### config.mk
export PLATFORM = sky130hd
export DESIGN_NAME = ifetch_unit_flat
export DESIGN_NICKNAME = d
export VERILOG_FILES = /design/src/rtl/ifetch_unit_pkg.sv /design/src/rtl/ifetch_unit_if.sv /design/src/rtl/ifetch_unit_pc_reg.sv /design/src/rtl/ifetch_unit.sv /design/src/flat_wrapper.sv
export SDC_FILE = /design/constraint.sdc
export NUM_CORES = 1
export LEC_CHECK = 0
export BUFFER_PORTS_ARGS = -buffer_cell sky130_fd_sc_hd__buf_2
export CAP_MARGIN = 5
export CORE_ASPECT_RATIO = 1.75
export CORE_UTILIZATION = 35
export DETAILED_ROUTE_END_ITERATION = 6
export PLACE_DENSITY = 0.62
export SYNTH_ARGS = -nofsm -noshare
export SYNTH_HDL_FRONTEND = slang
export SYNTH_HIERARCHICAL = 1
export SYNTH_SLANG_ARGS = --single-unit
### constraint.sdc
create_clock -name clk -period 2.15 [get_ports clk]
set_input_delay 0.215 -clock clk [delete_from_list [all_inputs] [get_ports clk]]
set_output_delay 0.215 -clock clk [all_outputs]
set_load 0.1 [all_outputs]
### src/rtl/ifetch_unit_pkg.sv
// Shared definitions for the instruction-fetch stage: FSM states, reset PC and IR field slices.
// The field slices are also used by the control decoder.
package ifetch_unit_pkg;

  typedef enum logic [1:0] {
    S_BOOT = 2'd0,
    S_REQ  = 2'd1,
    S_WAIT = 2'd2,
    S_HOLD = 2'd3
  } state_t;

  localparam logic [31:0] RESET_PC_DEF = 32'h0000_3000;
  localparam logic [31:0] PC_STEP_DEF  = 32'd4;

  localparam int OP_HI = 31;
  localparam int OP_LO = 26;
  localparam int FN_HI = 5;
  localparam int FN_LO = 0;

endpackage

### src/rtl/ifetch_unit_if.sv
// Fetch-stage bus: instruction-memory port, redirect input and decode handshake.
// master = fetch unit side, slave = memory/decode side.
interface ifetch_unit_if;

  logic        imem_req;
  logic [31:0] imem_addr;
  logic        imem_rvalid;
  logic [31:0] imem_rdata;
  logic        redirect_valid;
  logic [31:0] redirect_pc;
  logic        id_valid;
  logic        id_ready;
  logic [31:0] id_instr;
  logic [31:0] id_pc;
  logic [5:0]  id_opcode;
  logic [5:0]  id_funct;
  logic        if_misalign;

  modport master (
    output imem_req, imem_addr, id_valid, id_instr, id_pc, id_opcode, id_funct, if_misalign,
    input  imem_rvalid, imem_rdata, redirect_valid, redirect_pc, id_ready
  );

  modport slave (
    input  imem_req, imem_addr, id_valid, id_instr, id_pc, id_opcode, id_funct, if_misalign,
    output imem_rvalid, imem_rdata, redirect_valid, redirect_pc, id_ready
  );

endinterface

### src/rtl/ifetch_unit_pc_reg.sv
// PC register with sequential increment, redirect load and (with IFETCH_ALIGN_CHECK_EN)
// rejection of misaligned redirect targets.
import ifetch_unit_pkg::*;

module ifetch_unit_pc_reg #(
  parameter logic [31:0] RESET_PC = RESET_PC_DEF,
  parameter logic [31:0] PC_STEP  = PC_STEP_DEF
) (
  input  logic        clk,
  input  logic        rst_n,
  input  logic        inc,
  input  logic        redir,
  input  logic [31:0] redir_pc,
  output logic [31:0] pc,
  output logic        misalign
);

`ifdef IFETCH_ALIGN_CHECK_EN
  logic bad;
  logic misalign_q;

  assign bad = redir && (redir_pc[1:0] != 2'b00);

  // A rejected target leaves pc alone so the current instruction is refetched.
  always_ff @(posedge clk or negedge rst_n) begin
    if (!rst_n) begin
      pc         <= RESET_PC;
      misalign_q <= 1'b0;
    end else begin
      if (redir && !bad) begin
        pc <= redir_pc;
      end else if (inc) begin
        pc <= pc + PC_STEP;
      end
      misalign_q <= bad;
    end
  end

  assign misalign = misalign_q;
`else
  always_ff @(posedge clk or negedge rst_n) begin
    if (!rst_n) begin
      pc <= RESET_PC;
    end else if (redir) begin
      pc <= redir_pc & ~32'd3;
    end else if (inc) begin
      pc <= pc + PC_STEP;
    end
  end

  assign misalign = 1'b0;
`endif

endmodule

### src/rtl/ifetch_unit.sv
// Instruction-fetch stage: one-outstanding imem requests, IR latch and decode handshake.
// Optional redirect alignment check under IFETCH_ALIGN_CHECK_EN.
import ifetch_unit_pkg::*;

module ifetch_unit #(
  parameter logic [31:0] RESET_PC = RESET_PC_DEF,
  parameter logic [31:0] PC_STEP  = PC_STEP_DEF
) (
  input  logic          clk,
  input  logic          rst_n,
  ifetch_unit_if.master bus
);

  // state  | meaning
  // S_BOOT | first cycle after reset, nothing issued
  // S_REQ  | imem_req driven with imem_addr = pc
  // S_WAIT | one request outstanding; drop marks its word as stale
  // S_HOLD | IR valid, waiting for decode to take it

  state_t      state;
  logic        req_q;
  logic        valid_q;
  logic        drop;
  logic [31:0] ir;
  logic [31:0] id_pc_q;
  logic [31:0] pc;
  logic        misalign;
  logic        redir;
  logic        inc;

  assign redir = bus.redirect_valid && (state != S_BOOT);
  assign inc   = (state == S_HOLD) && bus.id_ready && !redir;

  ifetch_unit_pc_reg #(
    .RESET_PC (RESET_PC),
    .PC_STEP  (PC_STEP)
  ) u_pc_reg (
    .clk      (clk),
    .rst_n    (rst_n),
    .inc      (inc),
    .redir    (redir),
    .redir_pc (bus.redirect_pc),
    .pc       (pc),
    .misalign (misalign)
  );

  always_ff @(posedge clk or negedge rst_n) begin
    if (!rst_n) begin
      state   <= S_BOOT;
      req_q   <= 1'b0;
      valid_q <= 1'b0;
      drop    <= 1'b0;
      ir      <= '0;
      id_pc_q <= '0;
    end else begin
      case (state)
        S_BOOT: begin
          state <= S_REQ;
          req_q <= 1'b1;
        end
        S_REQ: begin
          req_q <= 1'b0;
          state <= S_WAIT;
          drop  <= redir;
        end
        S_WAIT: begin
          if (bus.imem_rvalid) begin
            // A redirect arriving with the word makes it stale too; no drop needed.
            if (drop || redir) begin
              drop  <= 1'b0;
              state <= S_REQ;
              req_q <= 1'b1;
            end else begin
              ir      <= bus.imem_rdata;
              id_pc_q <= pc;
              valid_q <= 1'b1;
              state   <= S_HOLD;
            end
          end else if (redir) begin
            drop <= 1'b1;
          end
        end
        S_HOLD: begin
          if (redir || bus.id_ready) begin
            valid_q <= 1'b0;
            state   <= S_REQ;
            req_q   <= 1'b1;
          end
        end
        default: state <= S_BOOT;
      endcase
    end
  end

  assign bus.imem_req    = req_q;
  assign bus.imem_addr   = pc;
  assign bus.id_valid    = valid_q;
  assign bus.id_instr    = ir;
  assign bus.id_pc       = id_pc_q;
  assign bus.id_opcode   = ir[OP_HI:OP_LO];
  assign bus.id_funct    = ir[FN_HI:FN_LO];
  assign bus.if_misalign = misalign;

endmodule

### src/flat_wrapper.sv
// flat-port wrapper written by rule: the top's interface ports become plain ports
module ifetch_unit_flat 
#(
  parameter logic [31:0] RESET_PC = RESET_PC_DEF,
  parameter logic [31:0] PC_STEP  = PC_STEP_DEF
)
  (clk, rst_n, bus_imem_req, bus_imem_addr, bus_id_valid, bus_id_instr, bus_id_pc, bus_id_opcode, bus_id_funct, bus_if_misalign, bus_imem_rvalid, bus_imem_rdata, bus_redirect_valid, bus_redirect_pc, bus_id_ready);
  ifetch_unit_if bus_i ();
  input  logic clk;
  input  logic rst_n;
  output wire logic [$bits(bus_i.imem_req)-1:0] bus_imem_req;
  output wire logic [$bits(bus_i.imem_addr)-1:0] bus_imem_addr;
  output wire logic [$bits(bus_i.id_valid)-1:0] bus_id_valid;
  output wire logic [$bits(bus_i.id_instr)-1:0] bus_id_instr;
  output wire logic [$bits(bus_i.id_pc)-1:0] bus_id_pc;
  output wire logic [$bits(bus_i.id_opcode)-1:0] bus_id_opcode;
  output wire logic [$bits(bus_i.id_funct)-1:0] bus_id_funct;
  output wire logic [$bits(bus_i.if_misalign)-1:0] bus_if_misalign;
  input wire logic [$bits(bus_i.imem_rvalid)-1:0] bus_imem_rvalid;
  input wire logic [$bits(bus_i.imem_rdata)-1:0] bus_imem_rdata;
  input wire logic [$bits(bus_i.redirect_valid)-1:0] bus_redirect_valid;
  input wire logic [$bits(bus_i.redirect_pc)-1:0] bus_redirect_pc;
  input wire logic [$bits(bus_i.id_ready)-1:0] bus_id_ready;
  assign bus_imem_req = bus_i.imem_req;
  assign bus_imem_addr = bus_i.imem_addr;
  assign bus_id_valid = bus_i.id_valid;
  assign bus_id_instr = bus_i.id_instr;
  assign bus_id_pc = bus_i.id_pc;
  assign bus_id_opcode = bus_i.id_opcode;
  assign bus_id_funct = bus_i.id_funct;
  assign bus_if_misalign = bus_i.if_misalign;
  assign bus_i.imem_rvalid = bus_imem_rvalid;
  assign bus_i.imem_rdata = bus_imem_rdata;
  assign bus_i.redirect_valid = bus_redirect_valid;
  assign bus_i.redirect_pc = bus_redirect_pc;
  assign bus_i.id_ready = bus_id_ready;
  ifetch_unit #(.RESET_PC(RESET_PC), .PC_STEP(PC_STEP)) u_core (.clk(clk), .rst_n(rst_n), .bus(bus_i));
endmodule
==> run metrics, run 1 <==
first-pass GRT wire length 17770 um; final hold violation count 0; critical path arrival 2.30 ns; syn avg cell area 12.78 um^2; Die X 90.59 um; run status finished, final reports clean; Max Cap Viol 0; Boundary Pins 180; core area 0.01338 mm^2; Yosys top cell by area dfrtp_1; TritonCTS clock tree yes; Worst Setup End Kind flip-flop; Die Y 157.0 um; Worst-Margin Slew 0.5937 ns; Antenna Nets Post-Route 0; Reg area 0.002512 mm^2; first-pass iteration count of the detailed router 4; most frequent cell after synthesis dfrtp_1; via/cell ratio 4.679; DRC violations left 0; Nets 629; CP Data Required Time 2.35 ns; antenna fix cells 0; Achievable Freq 477.6 MHz; pin count of the biggest net entering global routing 65; unrepaired setup endpoints after global routing yes; starting density of the core 0.3592; Fin Setup TNS 0 ns; DP Wirelength 8305 um; grt ovf 0; cell count after synthesis 376; Post-synth EDFFs 0; clock skew 0.007493 ns; Rel. slew slack 0.6042; Critical Path Start u_core/state[1]$_DFFE_PN0P_; Vias 3430; hold_sp bus_redirect_pc[19]; synth top area cells dfrtp_1, mux2_4, xnor2_1, mux2_2, nand2_1; async set or reset register ratio after synthesis 1.000; final WL 11160 um; gr usage total 0.1586; initial DRC count 110; port buffer count 174; Worst Hold Class input port to flip-flop; CP peak stage delay 0.42 ns; Slew Viols, Final 0; top-area cell type share of the netlist area 0.5049; htree depth 3; Min Clock Period, post-route 2.094 ns; DP Worst Slack -0.07975 ns; number of CTS-inserted buffers 9; area of the multi-input gates 0.002103 mm^2; final setup fails 0; sequential share of the synthesized area 0.5159; share of layout cells above drive strength 1 0.5814; Post-Synthesis Cell Area 0.004807 mm^2; clk_lat worst skew 0.34 ns; antenna violations before repair 0; fin crit share 0.9738; clk slew on worst S/H paths 0.07 ns; DR WL/cell 15.22 um; r2r startpoint u_core/state[1]$_DFFE_PN0P_; synthesis-stage register bit count 99; CP max FO 9; PnR worst setup slack 0.05625 ns; commonest cells in the netlist dfrtp_1, mux2_4, nand2_1; root buffer cell clkbuf_16; Ys Warns 6; Rows 56; vias in the first global route 3487; Placer Congestion 0.7731; fillers 1264; Die Area 0.01423 mm^2; clk sinks 99; post-synth cell types 39; main flop type after synthesis dfrtp_1; crit path kind flip-flop to flip-flop; crit-path cells ha_2, nand2_1, nor2_4, nand4_4, or3_4, buf_8, nor4_4, xnor2_1, o21ai_1; Max Root-Sink Buffers 2; Area growth, synth to finish 30.40%; Worst path slowest cell dfrtp_1; Setup crit start kind flip-flop
## cell type report
type                       count  area share
clock buffer                   9     0.03593
clock inverter                 7     0.01297
inverter                       8    0.004790
multi-input combinational    240      0.3355
sequential                    99      0.4008
tap                          174     0.03473
timing repair buffer         196      0.1752
## what timing repair did
item,4_1_cts,5_1_grt
hold buffers,1,0
setup buffers,0,2
resized for setup,1,12
endpoints found under the setup margin,3,19
pin swaps,0,4
endpoints found under the hold margin,40,0
## flip-flops by register name, summed over array words and instances, names as in the netlist
| signal | cells |
|---|---|
| u_core/bus.id_valid | 1 |
| u_core/u_pc_reg/pc | 30 |
| u_core/drop | 1 |
| u_core/bus.imem_req | 1 |
| u_core/bus.id_instr | 32 |
| u_core/state | 2 |
| u_core/bus.id_pc | 32 |
## routing by layer
metal  part of all wire  global-route usage  vias up  wire length, um
met5                  0                   0        -                0
met4              0.015             0.05991        0              162
met3              0.033             0.01932        9              365
met2               0.57              0.2987       83             6335
met1               0.38              0.1809     1710             4292
li1                   -                   -     1628                -
## through the flow
step	std cells	util	area [um^2]	hold WS, ns
final	733	0.4684	6269	0.07888
after global routing	733	0.4684	6269	0.08351
after CTS	731	0.4631	6197	0.06481
after detailed placement	714	0.4390	5876	0.2630
after global placement	714	0.4390	5876	0.2505
after floorplan	378	-	4876	-0.08059
## worst max-delay path: cells and delay by family (launching register included)
family | cells | cell delay (ns)
AO/OA/AOI/OAI | 1 | 0.07
XOR/XNOR | 1 | 0.14
adder cells (fa/ha/maj) | 1 | 0.20
buffers and inverters | 1 | 0.16
flip-flops | 1 | 0.42
AND/OR/NAND/NOR | 5 | 0.95
## placed cells by master, fill, tap and decap left out, types with 2 or more instances in the layout
master / n
o21ai_0: 29
nor2_1: 7
nand3_1: 6
inv_2: 2
dfrtp_2: 23
nand2_1: 47
buf_12: 4
nand4_1: 3
buf_4: 17
nand3_2: 2
and3_2: 2
dfrtp_1: 74
inv_1: 6
inv_6: 3
nor4_4: 5
conb_1: 3
clkbuf_16: 9
nor3_1: 6
ha_1: 4
xnor2_1: 21
nor3_2: 3
o21ai_1: 6
and3_1: 4
buf_2: 173
xor2_1: 8
mux2_4: 49
mux2i_1: 2
mux2_2: 16
## cell families (layout without fill, tap and decap cells)
kind of cell             Yosys count  count (layout)  share of synthesized area
flip-flops                        99              99                     0.5159
XOR/XNOR                          29              29                    0.05284
multiplexers                      67              67                     0.1947
AO/OA/AOI/OAI                     40              40                    0.04581
AND/OR/NAND/NOR                   95              95                     0.1091
other                              1               3                  0.0007801
buffers and inverters             39             220                    0.06533
adder cells (fa/ha/maj)            6               6                    0.01562
## path summary, 6_finish.rpt
check                      slack [ns]  cells after the start                                   to
min in group asynchronous        0.41                      2     u_core/bus.id_pc[19]$_DFFE_PN0P_
max                              0.06                      9   u_core/u_pc_reg/pc[29]$_DFFE_PN0N_
max reg2reg                      0.06                      9   u_core/u_pc_reg/pc[29]$_DFFE_PN0N_
min reg2reg                      0.51                      1     u_core/bus.id_pc[23]$_DFFE_PN0P_
min                              0.08                      3   u_core/u_pc_reg/pc[19]$_DFFE_PN0N_
max in group asynchronous        1.02                      3  u_core/bus.id_instr[31]$_DFFE_PN0P_
Power of run 1 is left out: the tool's default activity adds up to more than one toggle a clock period on the data nets, which glitch-free logic cannot reach.
==> inputs of run 2 (changes only) <==
--- a/config.mk
+++ b/config.mk
@@ -10,7 +10,7 @@
 export CORE_ASPECT_RATIO = 1.75
 export CORE_UTILIZATION = 35
 export DETAILED_ROUTE_END_ITERATION = 6
-export PLACE_DENSITY = 0.62
+export PLACE_DENSITY = 0.73
 export SYNTH_ARGS = -nofsm -noshare
 export SYNTH_HDL_FRONTEND = slang
 export SYNTH_HIERARCHICAL = 1
==> constraint.sdc (replaced) <==
create_clock -name clk -period 2.15 [get_ports clk]
set_input_delay 0.3225 -clock clk [delete_from_list [all_inputs] [get_ports clk]]
set_output_delay 0.3225 -clock clk [all_outputs]
set_load 0.1 [all_outputs]
==> run 2 against run 1 <==
Net effect:
- the flow now finishes with violations (hold timing)
- core utilization is 0.64 points lower
- sequential share of layout area is 0.53 points higher
- clock skew is 0.0036 ns higher
- count of clock-buffer cells in the layout is 2 higher
- die area stayed put
- cell count is 0.41% lower
- critical path type unchanged
- critical endpoint is now u_core/u_pc_reg/pc[28]$_DFFE_PN0N_
==> run metrics, run 2 (synthesis gave the netlist of run 1 again) <==
run status finished with violations; failing checks hold timing; Vias 3479 (+1.4%); clk sinks 99 (unchanged); share of layout cells above drive strength 1 0.5755 (-0.005856); first-pass GRT wire length 18360 um (+3.3%); Hold WS -0.01135 ns (-0.09024 ns); Die Y 157.0 um (unchanged); crit-path cells inv_2, ha_4, nor2b_4, nor2_4, and3_2, nand3_1, buf_4, nor4_4, xor2_1, mux2_2; antenna fix cells 0 (unchanged); core area 0.01338 mm^2 (unchanged); Boundary Pins 180 (unchanged); initial DRC count 146 (+33%); first-pass iteration count of the detailed router 4 (unchanged); clk slew on worst S/H paths 0.07 ns (about the same); r2r startpoint u_core/state[1]$_DFFE_PN0P_; reg2reg setup slack 0.07 ns (+0.02 ns); DRC violations left 0 (unchanged); GRT busiest layer met2; grt met3 use 0.02947 (+0.01014); Area growth, synth to finish 28.63%; Final Cell Area 0.006183 mm^2 (-1.4%); htree depth 3 (unchanged); Antenna Nets Post-Route 0 (unchanged); met2 Resource Use GR 0.3063 (+0.007576); Worst Setup End Kind flip-flop; Rel. slew slack 0.5846 (-0.01958); reg2reg path depth 10 (+1); CP Data Required Time 2.37 ns (+0.02 ns); grt ovf 0 (unchanged); final WL 11720 um (+5.1%); CP delay by family, top simple AND/OR/NAND/NOR gates; vias in the first global route 3561 (+2.1%); critical path arrival 2.29 ns (about the same); TritonCTS clock tree yes; Placer Congestion 0.7907 (+2.3%); port buffer count 174 (unchanged); Max Cap Viol 0 (unchanged); starting density of the core 0.3592 (unchanged); PnR worst setup slack 0.07482 ns (+0.01857 ns); Slew Viols, Final 0 (unchanged); final hold violation count 4 (+4); unrepaired setup endpoints after global routing yes; pin count of the biggest net entering global routing 56 (-14%); antenna violations before repair 0 (unchanged); Die X 90.59 um (unchanged); CP max FO 7 (-2); most frequent cells in the layout buf_2, dfrtp_1, mux2_4, nand2_1, o21ai_0; gr usage total 0.1652 (+0.006607); reg2reg end u_core/u_pc_reg/pc[28]$_DFFE_PN0N_; Max Root-Sink Buffers 2 (unchanged); DP Worst Slack -0.05684 ns (+0.02291 ns); Die Area 0.01423 mm^2 (unchanged); root buffer cell clkbuf_16; Nets 626 (-0.48%); commonest non-fill, non-tap cell in the layout buf_2; crit path kind flip-flop to flip-flop; CP peak stage delay 0.44 ns (+0.02 ns); Buf/Inv on CP 2 (+1); Min Clock Period, post-route 2.075 ns (-0.01857 ns); Post-Place Cell Area 0.005813 mm^2 (-1.1%); met1 Usage GRT 0.1831 (+0.002165); clock skew 0.01107 ns (+0.003577 ns); Worst-Margin Slew 0.6231 ns (+0.02936 ns); final setup fails 0 (unchanged); Worst Hold Class input port to asynchronous set/reset pin; Rows 56 (unchanged); clk_lat worst skew 0.34 ns (about the same); fin crit share 0.9652 (-0.008635); Setup crit start kind flip-flop; Worst path slowest cell dfrtp_1; DP Wirelength 8701 um (+4.8%); DR WL/cell 16.06 um (+5.5%); Achievable Freq 481.9 MHz (+0.89%); via/cell ratio 4.766 (+1.8%); number of CTS-inserted buffers 9 (unchanged)
==> run 2: cell count changes in the layout (fill, tap and decap cells not counted), sizes merged <==
cell / before / now
buf: 195 / 193
clkbuf: 9 / 11
clkinvlp: 0 / 2
inv: 12 / 10
bufinv: 1 / 0
clkinv: 2 / 1
dlygate4sd3: 1 / 0
==> run 2: routing by layer <==
metal,vias up,wire length (um)
met5,-,0
met4,0,280
met3,17,381
met2,87,6497
met1,1755,4562
li1,1620,-
==> run 2: worst max path at each step <==
stage	startpoint	endpoint	slack [ns]	cells after the start
after floorplan	u_core/state[0]$_DFFE_PN0P_	u_core/u_pc_reg/pc[23]$_DFFE_PN0N_	-0.02	11
after global placement	u_core/state[0]$_DFFE_PN0P_	u_core/u_pc_reg/pc[28]$_DFFE_PN0N_	0.08	9
after detailed placement	u_core/state[0]$_DFFE_PN0P_	u_core/u_pc_reg/pc[28]$_DFFE_PN0N_	-0.06	10
after CTS	u_core/state[0]$_DFFE_PN0P_	u_core/u_pc_reg/pc[31]$_DFFE_PN0N_	0.02	10
after global routing	u_core/state[0]$_DFFE_PN0P_	u_core/u_pc_reg/pc[31]$_DFFE_PN0N_	-0.04	9
final	u_core/state[1]$_DFFE_PN0P_	u_core/u_pc_reg/pc[28]$_DFFE_PN0N_	0.07	10
==> run 2: repair_timing <==
action | 4_1_cts | 5_1_grt
pin swaps | 0 | 4
setup endpoints to repair | 2 | 14
gates resized for setup | 3 | 10
setup buffers | 0 | 5
hold buffers | 0 | 0
==> run 2: final cells by class <==
cell class | instances | area [um^2]
multi-input combinational | 240 | 2101
tap | 174 | 217.7
clock inverter | 5 | 37.54
sequential | 99 | 2511
inverter | 8 | 30.03
fill | 1241 | 7199
timing repair buffer | 193 | 1054
clock buffer | 11 | 232.7
==> run 2: stage by stage <==
| step | util | setup TNS (ns) | cells |
|---|---|---|---|
| 2_1_floorplan | - | -0.05234 | 378 |
| 3_5_place_dp | 0.4344 | -0.05684 | 709 |
| 6_report | 0.4620 | 0 | 730 |
| 4_1_cts | 0.4557 | 0 | 725 |
| 5_1_grt | 0.4620 | -0.04300 | 730 |
| 3_3_place_gp | 0.4344 | 0 | 709 |
Power of run 2 is left out for the same reason.
